`src/rtl/rtc_bus_sequencer_if.sv`:
```
// rtl/rtc_bus_sequencer_if.sv - request handshake and multiplexed A/D bus signals (burst_len only with RTC_BUS_BURST_EN)
interface rtc_bus_sequencer_if #(
   parameter int ADDR_W = 8,
   parameter int DATA_W = 8
);
   logic              start;
   logic              rw;
   logic [ADDR_W-1:0] addr;
   logic [DATA_W-1:0] wr_data;
   logic              wr_ack;
   logic [DATA_W-1:0] bus_in;
   logic [DATA_W-1:0] bus_out;
   logic              bus_oe;
   logic              A_D;
   logic              CS;
   logic              WR;
   logic              RD;
   logic              ready;
   logic              done;
   logic [DATA_W-1:0] rd_data;
   logic              rd_valid;
`ifdef RTC_BUS_BURST_EN
   logic [3:0]        burst_len;

   // master: control FSM and pad read path; slave: the sequencer
   modport master (
      output start, rw, addr, wr_data, bus_in, burst_len,
      input  wr_ack, bus_out, bus_oe, A_D, CS, WR, RD, ready, done, rd_data, rd_valid
   );
   modport slave (
      input  start, rw, addr, wr_data, bus_in, burst_len,
      output wr_ack, bus_out, bus_oe, A_D, CS, WR, RD, ready, done, rd_data, rd_valid
   );
`else
   // master: control FSM and pad read path; slave: the sequencer
   modport master (
      output start, rw, addr, wr_data, bus_in,
      input  wr_ack, bus_out, bus_oe, A_D, CS, WR, RD, ready, done, rd_data, rd_valid
   );
   modport slave (
      input  start, rw, addr, wr_data, bus_in,
      output wr_ack, bus_out, bus_oe, A_D, CS, WR, RD, ready, done, rd_data, rd_valid
   );
`endif
endinterface

```
`src/rtl/rtc_bus_sequencer.sv`:
```
// rtl/rtc_bus_sequencer.sv - counted address/data bus-cycle sequencer for the V3023 RTC (burst option: RTC_BUS_BURST_EN)
module rtc_bus_sequencer #(
   parameter int ADDR_W  = 8,
   parameter int DATA_W  = 8,
   parameter int T_SETUP = 2,
   parameter int T_PULSE = 8,
   parameter int T_HOLD  = 2,
   parameter int T_GAP   = 4
) (
   input  logic               Clock_in,
   input  logic               Reset,
   rtc_bus_sequencer_if.slave bus
);

   typedef enum logic [3:0] {
      S_IDLE,
      S_ADDR_SETUP,
      S_ADDR_STROBE,
      S_ADDR_HOLD,
      S_GAP,
      S_DATA_SETUP,
      S_DATA_STROBE,
      S_DATA_HOLD,
      S_DONE
   } state_t;

   // counter reload values: each phase counts down from width-1 to 0
   localparam logic [7:0] L_SETUP = 8'(T_SETUP - 1);
   localparam logic [7:0] L_PULSE = 8'(T_PULSE - 1);
   localparam logic [7:0] L_HOLD  = 8'(T_HOLD - 1);
   localparam logic [7:0] L_GAP   = 8'(T_GAP - 1);

   state_t            r_state;
   state_t            w_state_next;
   logic [7:0]        r_cnt;
   logic [7:0]        w_load;
   logic              w_last;
   logic              w_more;
   logic              w_inter;
   logic              r_rw;
   logic [ADDR_W-1:0] r_addr;
   logic [DATA_W-1:0] r_wdata;
   logic [DATA_W-1:0] r_rdata;

`ifdef RTC_BUS_BURST_EN
   logic [3:0]        r_burst;
   logic              r_inter;

   assign w_more  = (r_burst != 4'd0);
   assign w_inter = r_inter;
`else
   assign w_more  = 1'b0;
   assign w_inter = 1'b0;
`endif

   assign w_last = (r_cnt == 8'd0);

   // state register; reset abandons any transaction in flight
   always_ff @(posedge Clock_in or posedge Reset) begin
      if (Reset) r_state <= S_IDLE;
      else       r_state <= w_state_next;
   end

   // phase sequencing; a GAP between burst accesses returns to the address phase
   always_comb begin
      w_state_next = r_state;
      case (r_state)
         S_IDLE:        if (bus.start) w_state_next = S_ADDR_SETUP;
         S_ADDR_SETUP:  if (w_last) w_state_next = S_ADDR_STROBE;
         S_ADDR_STROBE: if (w_last) w_state_next = S_ADDR_HOLD;
         S_ADDR_HOLD:   if (w_last) w_state_next = S_GAP;
         S_GAP:         if (w_last) w_state_next = w_inter ? S_ADDR_SETUP : S_DATA_SETUP;
         S_DATA_SETUP:  if (w_last) w_state_next = S_DATA_STROBE;
         S_DATA_STROBE: if (w_last) w_state_next = S_DATA_HOLD;
         S_DATA_HOLD:   if (w_last) w_state_next = w_more ? S_GAP : S_DONE;
         S_DONE:        w_state_next = S_IDLE;
         default:       w_state_next = S_IDLE;
      endcase
   end

   // reload value for the phase being entered
   always_comb begin
      w_load = 8'd0;
      case (w_state_next)
         S_ADDR_SETUP, S_DATA_SETUP:   w_load = L_SETUP;
         S_ADDR_STROBE, S_DATA_STROBE: w_load = L_PULSE;
         S_ADDR_HOLD, S_DATA_HOLD:     w_load = L_HOLD;
         S_GAP:                        w_load = L_GAP;
         default:                      w_load = 8'd0;
      endcase
   end

   // phase counter: reload on every state change, otherwise count down to zero
   always_ff @(posedge Clock_in or posedge Reset) begin
      if (Reset)                       r_cnt <= 8'd0;
      else if (w_state_next != r_state) r_cnt <= w_load;
      else if (!w_last)                r_cnt <= r_cnt - 8'd1;
   end

   // request latch; bursts step the address between accesses
   always_ff @(posedge Clock_in or posedge Reset) begin
      if (Reset) begin
         r_rw    <= 1'b0;
         r_addr  <= '0;
`ifdef RTC_BUS_BURST_EN
         r_burst <= 4'd0;
         r_inter <= 1'b0;
`endif
      end else begin
         if (r_state == S_IDLE && bus.start) begin
            r_rw    <= bus.rw;
            r_addr  <= bus.addr;
`ifdef RTC_BUS_BURST_EN
            r_burst <= bus.burst_len;
`endif
         end
`ifdef RTC_BUS_BURST_EN
         if (r_state == S_DATA_HOLD && w_state_next == S_GAP) begin
            r_addr  <= r_addr + ADDR_W'(1);
            r_burst <= r_burst - 4'd1;
            r_inter <= 1'b1;
         end
         if (r_state == S_GAP && w_state_next == S_ADDR_SETUP) r_inter <= 1'b0;
`endif
      end
   end

   // write word taken on the edge entering DATA_SETUP; read word on the edge leaving DATA_STROBE
   always_ff @(posedge Clock_in or posedge Reset) begin
      if (Reset) begin
         r_wdata <= '0;
         r_rdata <= '0;
      end else begin
         if (r_state == S_GAP && w_state_next == S_DATA_SETUP) r_wdata <= bus.wr_data;
         if (r_state == S_DATA_STROBE && w_last && r_rw)       r_rdata <= bus.bus_in;
      end
   end

   // pad controls decoded from state so reset reaches the pins without a clock edge
   always_comb begin
      bus.A_D      = 1'b1;
      bus.CS       = 1'b1;
      bus.WR       = 1'b1;
      bus.RD       = 1'b1;
      bus.bus_oe   = 1'b0;
      bus.bus_out  = '0;
      bus.ready    = 1'b0;
      bus.done     = 1'b0;
      bus.wr_ack   = 1'b0;
      bus.rd_valid = 1'b0;
      bus.rd_data  = r_rdata;
      case (r_state)
         S_IDLE: bus.ready = 1'b1;
         S_ADDR_SETUP, S_ADDR_HOLD: begin
            bus.A_D     = 1'b0;
            bus.bus_oe  = 1'b1;
            bus.bus_out = DATA_W'(r_addr);
         end
         S_ADDR_STROBE: begin
            // address is always strobed with WR, even for a read
            bus.A_D     = 1'b0;
            bus.bus_oe  = 1'b1;
            bus.bus_out = DATA_W'(r_addr);
            bus.CS      = 1'b0;
            bus.WR      = 1'b0;
         end
         S_DATA_SETUP: begin
            bus.wr_ack = (r_cnt == L_SETUP);
            if (!r_rw) begin
               bus.bus_oe  = 1'b1;
               bus.bus_out = r_wdata;
            end
         end
         S_DATA_STROBE: begin
            bus.CS = 1'b0;
            if (r_rw) begin
               bus.RD = 1'b0;
            end else begin
               bus.WR      = 1'b0;
               bus.bus_oe  = 1'b1;
               bus.bus_out = r_wdata;
            end
         end
         S_DATA_HOLD: begin
            if (r_rw) begin
               bus.rd_valid = (r_cnt == L_HOLD);
            end else begin
               bus.bus_oe  = 1'b1;
               bus.bus_out = r_wdata;
            end
         end
         S_DONE:  bus.done = 1'b1;
         default: bus.ready = 1'b0;
      endcase
   end

endmodule

```
`src/flat_wrapper.sv`:
```
// flat-port wrapper written by rule: the top's interface ports become plain ports
module rtc_bus_sequencer_flat 
#(
   parameter int ADDR_W  = 8,
   parameter int DATA_W  = 8,
   parameter int T_SETUP = 2,
   parameter int T_PULSE = 8,
   parameter int T_HOLD  = 2,
   parameter int T_GAP   = 4
)
  (Clock_in, Reset, bus_start, bus_rw, bus_addr, bus_wr_data, bus_bus_in, bus_wr_ack, bus_bus_out, bus_bus_oe, bus_A_D, bus_CS, bus_WR, bus_RD, bus_ready, bus_done, bus_rd_data, bus_rd_valid);
  rtc_bus_sequencer_if #(.ADDR_W(ADDR_W), .DATA_W(DATA_W)) bus_i ();
  input  logic Clock_in;
  input  logic Reset;
  input wire logic [$bits(bus_i.start)-1:0] bus_start;
  input wire logic [$bits(bus_i.rw)-1:0] bus_rw;
  input wire logic [$bits(bus_i.addr)-1:0] bus_addr;
  input wire logic [$bits(bus_i.wr_data)-1:0] bus_wr_data;
  input wire logic [$bits(bus_i.bus_in)-1:0] bus_bus_in;
  output wire logic [$bits(bus_i.wr_ack)-1:0] bus_wr_ack;
  output wire logic [$bits(bus_i.bus_out)-1:0] bus_bus_out;
  output wire logic [$bits(bus_i.bus_oe)-1:0] bus_bus_oe;
  output wire logic [$bits(bus_i.A_D)-1:0] bus_A_D;
  output wire logic [$bits(bus_i.CS)-1:0] bus_CS;
  output wire logic [$bits(bus_i.WR)-1:0] bus_WR;
  output wire logic [$bits(bus_i.RD)-1:0] bus_RD;
  output wire logic [$bits(bus_i.ready)-1:0] bus_ready;
  output wire logic [$bits(bus_i.done)-1:0] bus_done;
  output wire logic [$bits(bus_i.rd_data)-1:0] bus_rd_data;
  output wire logic [$bits(bus_i.rd_valid)-1:0] bus_rd_valid;
  assign bus_i.start = bus_start;
  assign bus_i.rw = bus_rw;
  assign bus_i.addr = bus_addr;
  assign bus_i.wr_data = bus_wr_data;
  assign bus_i.bus_in = bus_bus_in;
  assign bus_wr_ack = bus_i.wr_ack;
  assign bus_bus_out = bus_i.bus_out;
  assign bus_bus_oe = bus_i.bus_oe;
  assign bus_A_D = bus_i.A_D;
  assign bus_CS = bus_i.CS;
  assign bus_WR = bus_i.WR;
  assign bus_RD = bus_i.RD;
  assign bus_ready = bus_i.ready;
  assign bus_done = bus_i.done;
  assign bus_rd_data = bus_i.rd_data;
  assign bus_rd_valid = bus_i.rd_valid;
  rtc_bus_sequencer #(.ADDR_W(ADDR_W), .DATA_W(DATA_W), .T_SETUP(T_SETUP), .T_PULSE(T_PULSE), .T_HOLD(T_HOLD), .T_GAP(T_GAP)) u_core (.Clock_in(Clock_in), .Reset(Reset), .bus(bus_i));
endmodule
```
`config.mk`:
```
export PLATFORM = sky130hd
export DESIGN_NAME = rtc_bus_sequencer_flat
export DESIGN_NICKNAME = d
export VERILOG_FILES = /design/src/rtl/rtc_bus_sequencer_if.sv /design/src/rtl/rtc_bus_sequencer.sv /design/src/flat_wrapper.sv
export SDC_FILE = /design/constraint.sdc
export NUM_CORES = 1
export LEC_CHECK = 0
export CORE_UTILIZATION = 42
export CTS_CLUSTER_SIZE = 10
export DETAILED_ROUTE_END_ITERATION = 8
export PLACE_DENSITY = 0.81
export SKIP_LAST_GASP = 1
export SLEW_MARGIN = 40
export SYNTH_ARGS = -nofsm -noshare
export SYNTH_HDL_FRONTEND = slang
export SYNTH_SLANG_ARGS = --single-unit
```
`constraint.sdc`:
```
create_clock -name Clock_in -period 2.05 [get_ports Clock_in]
set_clock_uncertainty 0.05 [all_clocks]
set_input_delay 0.5125 -clock Clock_in [delete_from_list [all_inputs] [get_ports Clock_in]]
set_output_delay 0.5125 -clock Clock_in [all_outputs]
set_load 0.03 [all_outputs]
```
==> run_results.csv <==
group,metric,value,unit
status,outcome,"finished, violations left",
status,violations_in_the_final_reports,"negative setup slack",
power,vdd_ir_drop_max,715,uV
final_layout,nFillCells,299,
worst_setup_path,critical_path.cell_chain,"or4_4 -> nor2_4 -> nand3_4 -> nor3b_4 -> buf_6",
clocking,clk_root_buffer_cell,"sky130_fd_sc_hd__clkbuf_8",
timing,tightest_slew,0.519,ns
logic_synthesis,synth_cell_type_count,40,
routing,postRouteAntennaNets,0,
worst_setup_path,worst-path-buf-inv,1,
final_layout,share_of_cells_above_drive_strength_1,0.420,
logic_synthesis,synth_commonest_cells,"37 x sky130_fd_sc_hd__dfrtp_1, 17 x sky130_fd_sc_hd__mux2_2, 11 x sky130_fd_sc_hd__nor2_1",
final_layout,final_nets,275,
placed_design,finalWeightedCongestion,0.783,
clocking,tritoncts_clock_tree,"done",
worst_setup_path,critical_path_cell_count,5,
logic_synthesis,synthesis.instances,155,
worst_setup_path,worst-r2r-cell-count,7,
final_layout,finalCoreUtilization,0.708,
hold_path,hp-class,"reg2reg",
logic_synthesis,netlist_area,1830,um^2
grt,pin_count_of_the_biggest_net_entering_global_routing,22,
clocking,clock_insertion_delay_worst_skew,0.29,ns
logic_synthesis,syn_nets,185,
logic_synthesis,synth_edf_count,0,
routing,route.detailed.wl_per_inst,15.7,um
timing,final-setup-viol-count,11,
routing,dr.first_iter.drc_count,111,
logic_synthesis,synth.area.top_cells,"sky130_fd_sc_hd__dfrtp_1 51%, sky130_fd_sc_hd__mux2_2 10%, sky130_fd_sc_hd__mux2_4 6.6%, sky130_fd_sc_hd__a22o_1 3.8%, sky130_fd_sc_hd__nor2_1 2.3%",
routing,routed_wirelength,4620,um
routing,drc,0,
floorplan,ioPinCount,53,
flow_run,drv.max_cap_violation_count,0,
final_layout,diodes,0,
worst_setup_path,required,1.49,ns
worst_setup_path,critPathArrivalTime,1.79,ns
timing,layout_worst_path_cycle_share,1.15,
logic_synthesis,synth.yosys.warnings,0,
clocking,clock_tree.buffer_depth,2,
final_layout,synthToLayoutAreaGrowth,57.9,%
worst_setup_path,setup.worst_path.class,"reg2out",
clocking,clkSinkCount,37,
logic_synthesis,synth_area_leader_cell,"sky130_fd_sc_hd__dfrtp_1",
floorplan,floorplan.die.width,68.1,um
clocking,cts_made_buffers,5,
logic_synthesis,postSynthRegisterBits,37,
timing,drv_slew,0,
floorplan,y_dimension_of_the_die,68.1,um
grt,first_global_vias,1520,
grt,grt_use_total,0.210,
timing,layout_setup_ws,-0.303,ns
timing,timing.final.crit_period,2.35,ns
worst_setup_path,worst_setup_path_start_kind,"register",
floorplan,starting_density_of_the_core,0.449,
timing,timing.final.hold_violations,0,
grt,grt.overflow.total,0,
worst_setup_path,worst_setup_path_end_kind,"output port",
clocking,count_of_h_tree_levels_built_during_cts,2,
clocking,clk_pin_slew,0.07,ns
worst_setup_path,cp_top_family,"simple AND/OR/NAND/NOR gates",
grt,grt_first_pass_wirelength,7100,um
worst_setup_path,critical_path.slowest_cell,"sky130_fd_sc_hd__or4_4",
placed_design,dp_wirelength,3200,um
floorplan,die_area,4630,um^2
worst_setup_path,path_max_fanout,2,
power,power.density_cell_area,1290,nW/um^2
routing,route.detailed.vias_per_inst,5.26,
floorplan,std_cell_rows,23,
floorplan,core_area,4090,um^2
worst_setup_path,cpPeakStageDelay,0.56,ns
logic_synthesis,yosysMostFrequentCell,"sky130_fd_sc_hd__dfrtp_1",
logic_synthesis,synth_area_per_cell,11.8,um^2
logic_synthesis,synth_top_area_share,0.505,
timing,max-slew-margin-rel,0.654,
timing,clock.fmax,425,MHz
placed_design,placement.io_buffers,52,
placed_design,pre_cts_ws,-0.0196,ns
logic_synthesis,postSynth.asyncResetShare,1.00,
logic_synthesis,dominantRegCellSynth,"sky130_fd_sc_hd__dfrtp_1",
logic_synthesis,synth.yosys.seq_area_share,0.505,
timing,grt_setup_unrepaired,"true",
power,power.static_leakage,1.26,nW
routing,drtPass1Iterations,4,
routing,detailroute.via_count,1552,
hold_path,whs_path_depth,1,
grt,grt_antenna_before_repair,0,
[power by group]
part / leakage [nW] / internal [W] / total, W / switching (W)
registers: 0.437 / 0.000949 / 0.00113 / 0.000180
logic: 0.769 / 0.000976 / 0.00199 / 0.00101
clock network: 0.0540 / 0.000353 / 0.000606 / 0.000253
[layout make-up]
type / count / area (um^2) / share of cell area
Sequential cell: 37 / 930 / 0.321
Timing Repair Buffer: 88 / 816 / 0.282
Multi-Input combinational cell: 108 / 963 / 0.333
Clock buffer: 5 / 68.8 / 0.0238
Clock inverter: 2 / 35.0 / 0.0121
Inverter: 5 / 18.8 / 0.00649
Tap cell: 50 / 62.6 / 0.0216
[per-stage QoR]
stage / cell area, um^2 / TNS [ns] / power, W / std cells / hold WS [ns]
after floorplan: 1880 / -0.0765 / 0.00217 / 155 / 0.430
final: 2890 / -0.933 / 0.00372 / 295 / 0.459
after CTS: 2840 / -0.852 / 0.00369 / 292 / 0.461
after detailed placement: 2600 / -0.0196 / 0.00287 / 278 / 0.442
after global routing: 2890 / -1.80 / 0.00393 / 295 / 0.468
after global placement: 2600 / 0 / 0.00283 / 278 / 0.438
[flip-flops by register name, summed over array words and instances, names as in the netlist]
name / count
u_core.bus.rd_data: 8
u_core.r_addr: 8
u_core.r_cnt: 8
u_core.r_rw: 1
u_core.r_state: 4
u_core.r_wdata: 8
[worst paths after layout]
kind,start,endpoint,slack [ns]
setup / recovery,u_core.r_cnt[7]$_DFFE_PP0P_,bus_wr_ack,-0.30
hold / removal,u_core.r_wdata[7]$_DFFE_PP0P_,u_core.r_wdata[7]$_DFFE_PP0P_,0.46
setup reg to reg,u_core.r_cnt[7]$_DFFE_PP0P_,u_core.r_wdata[4]$_DFFE_PP0P_,0.04
hold reg to reg,u_core.r_wdata[7]$_DFFE_PP0P_,u_core.r_wdata[7]$_DFFE_PP0P_,0.46
max in group asynchronous,Reset,u_core.r_cnt[4]$_DFFE_PP0P_,1.17
min in group asynchronous,Reset,u_core.r_wdata[1]$_DFFE_PP0P_,0.51
[worst reg2reg max path, stage by stage, from the launching register on]
cell	delay [ns]
sky130_fd_sc_hd__dfrtp_1	0.38
sky130_fd_sc_hd__or4_4	0.56
sky130_fd_sc_hd__nor2_4	0.15
sky130_fd_sc_hd__buf_4	0.12
sky130_fd_sc_hd__buf_4	0.09
sky130_fd_sc_hd__buf_4	0.11
sky130_fd_sc_hd__nand3_4	0.13
sky130_fd_sc_hd__mux2_2	0.31
[cells by family (layout without fill, tap and decap cells)]
logic type      after synthesis  count (layout)  share of synthesized area
compound gates               24              24                     0.0894
flops                        37              37                      0.505
fa+ha+maj                     2               2                     0.0136
xor+xnor                      5               5                     0.0239
mux                          25              25                      0.170
simple gates                 52              52                      0.173
buf+inv                      10             100                     0.0246
[per-layer routing]
metal | routed length (um) | GRT usage
met1 | 2020 | 0.281
met2 | 2290 | 0.335
met3 | 280 | 0.0667
met4 | 35 | 0.0391
met5 | 0 | 0
[placed cells by master (no fill, tap or decap), types with 3 or more instances in the layout]
master	netlist	routed
sky130_fd_sc_hd__a21oi_1	7	7
sky130_fd_sc_hd__a22o_1	8	8
sky130_fd_sc_hd__buf_4	0	35
sky130_fd_sc_hd__buf_6	1	13
sky130_fd_sc_hd__clkbuf_8	0	5
sky130_fd_sc_hd__clkdlybuf4s50_1	0	35
sky130_fd_sc_hd__dfrtp_1	37	34
sky130_fd_sc_hd__dfrtp_2	0	3
sky130_fd_sc_hd__dlygate4sd2_1	0	3
sky130_fd_sc_hd__inv_1	5	5
sky130_fd_sc_hd__mux2_2	17	17
sky130_fd_sc_hd__mux2_4	8	8
sky130_fd_sc_hd__nand2_1	5	5
sky130_fd_sc_hd__nand3_1	5	4
sky130_fd_sc_hd__nor2_1	11	9
sky130_fd_sc_hd__nor3_1	6	3
sky130_fd_sc_hd__o21ai_0	4	4
sky130_fd_sc_hd__xor2_1	4	4
[timing repair]
action                     CTS  global route
hold buffers                 0             0
setup buffers                8             4
resized for setup           24             7
setup endpoints to repair   15            15
pin swaps                    5             6
Note: power is estimated with default switching activity, not from simulation.
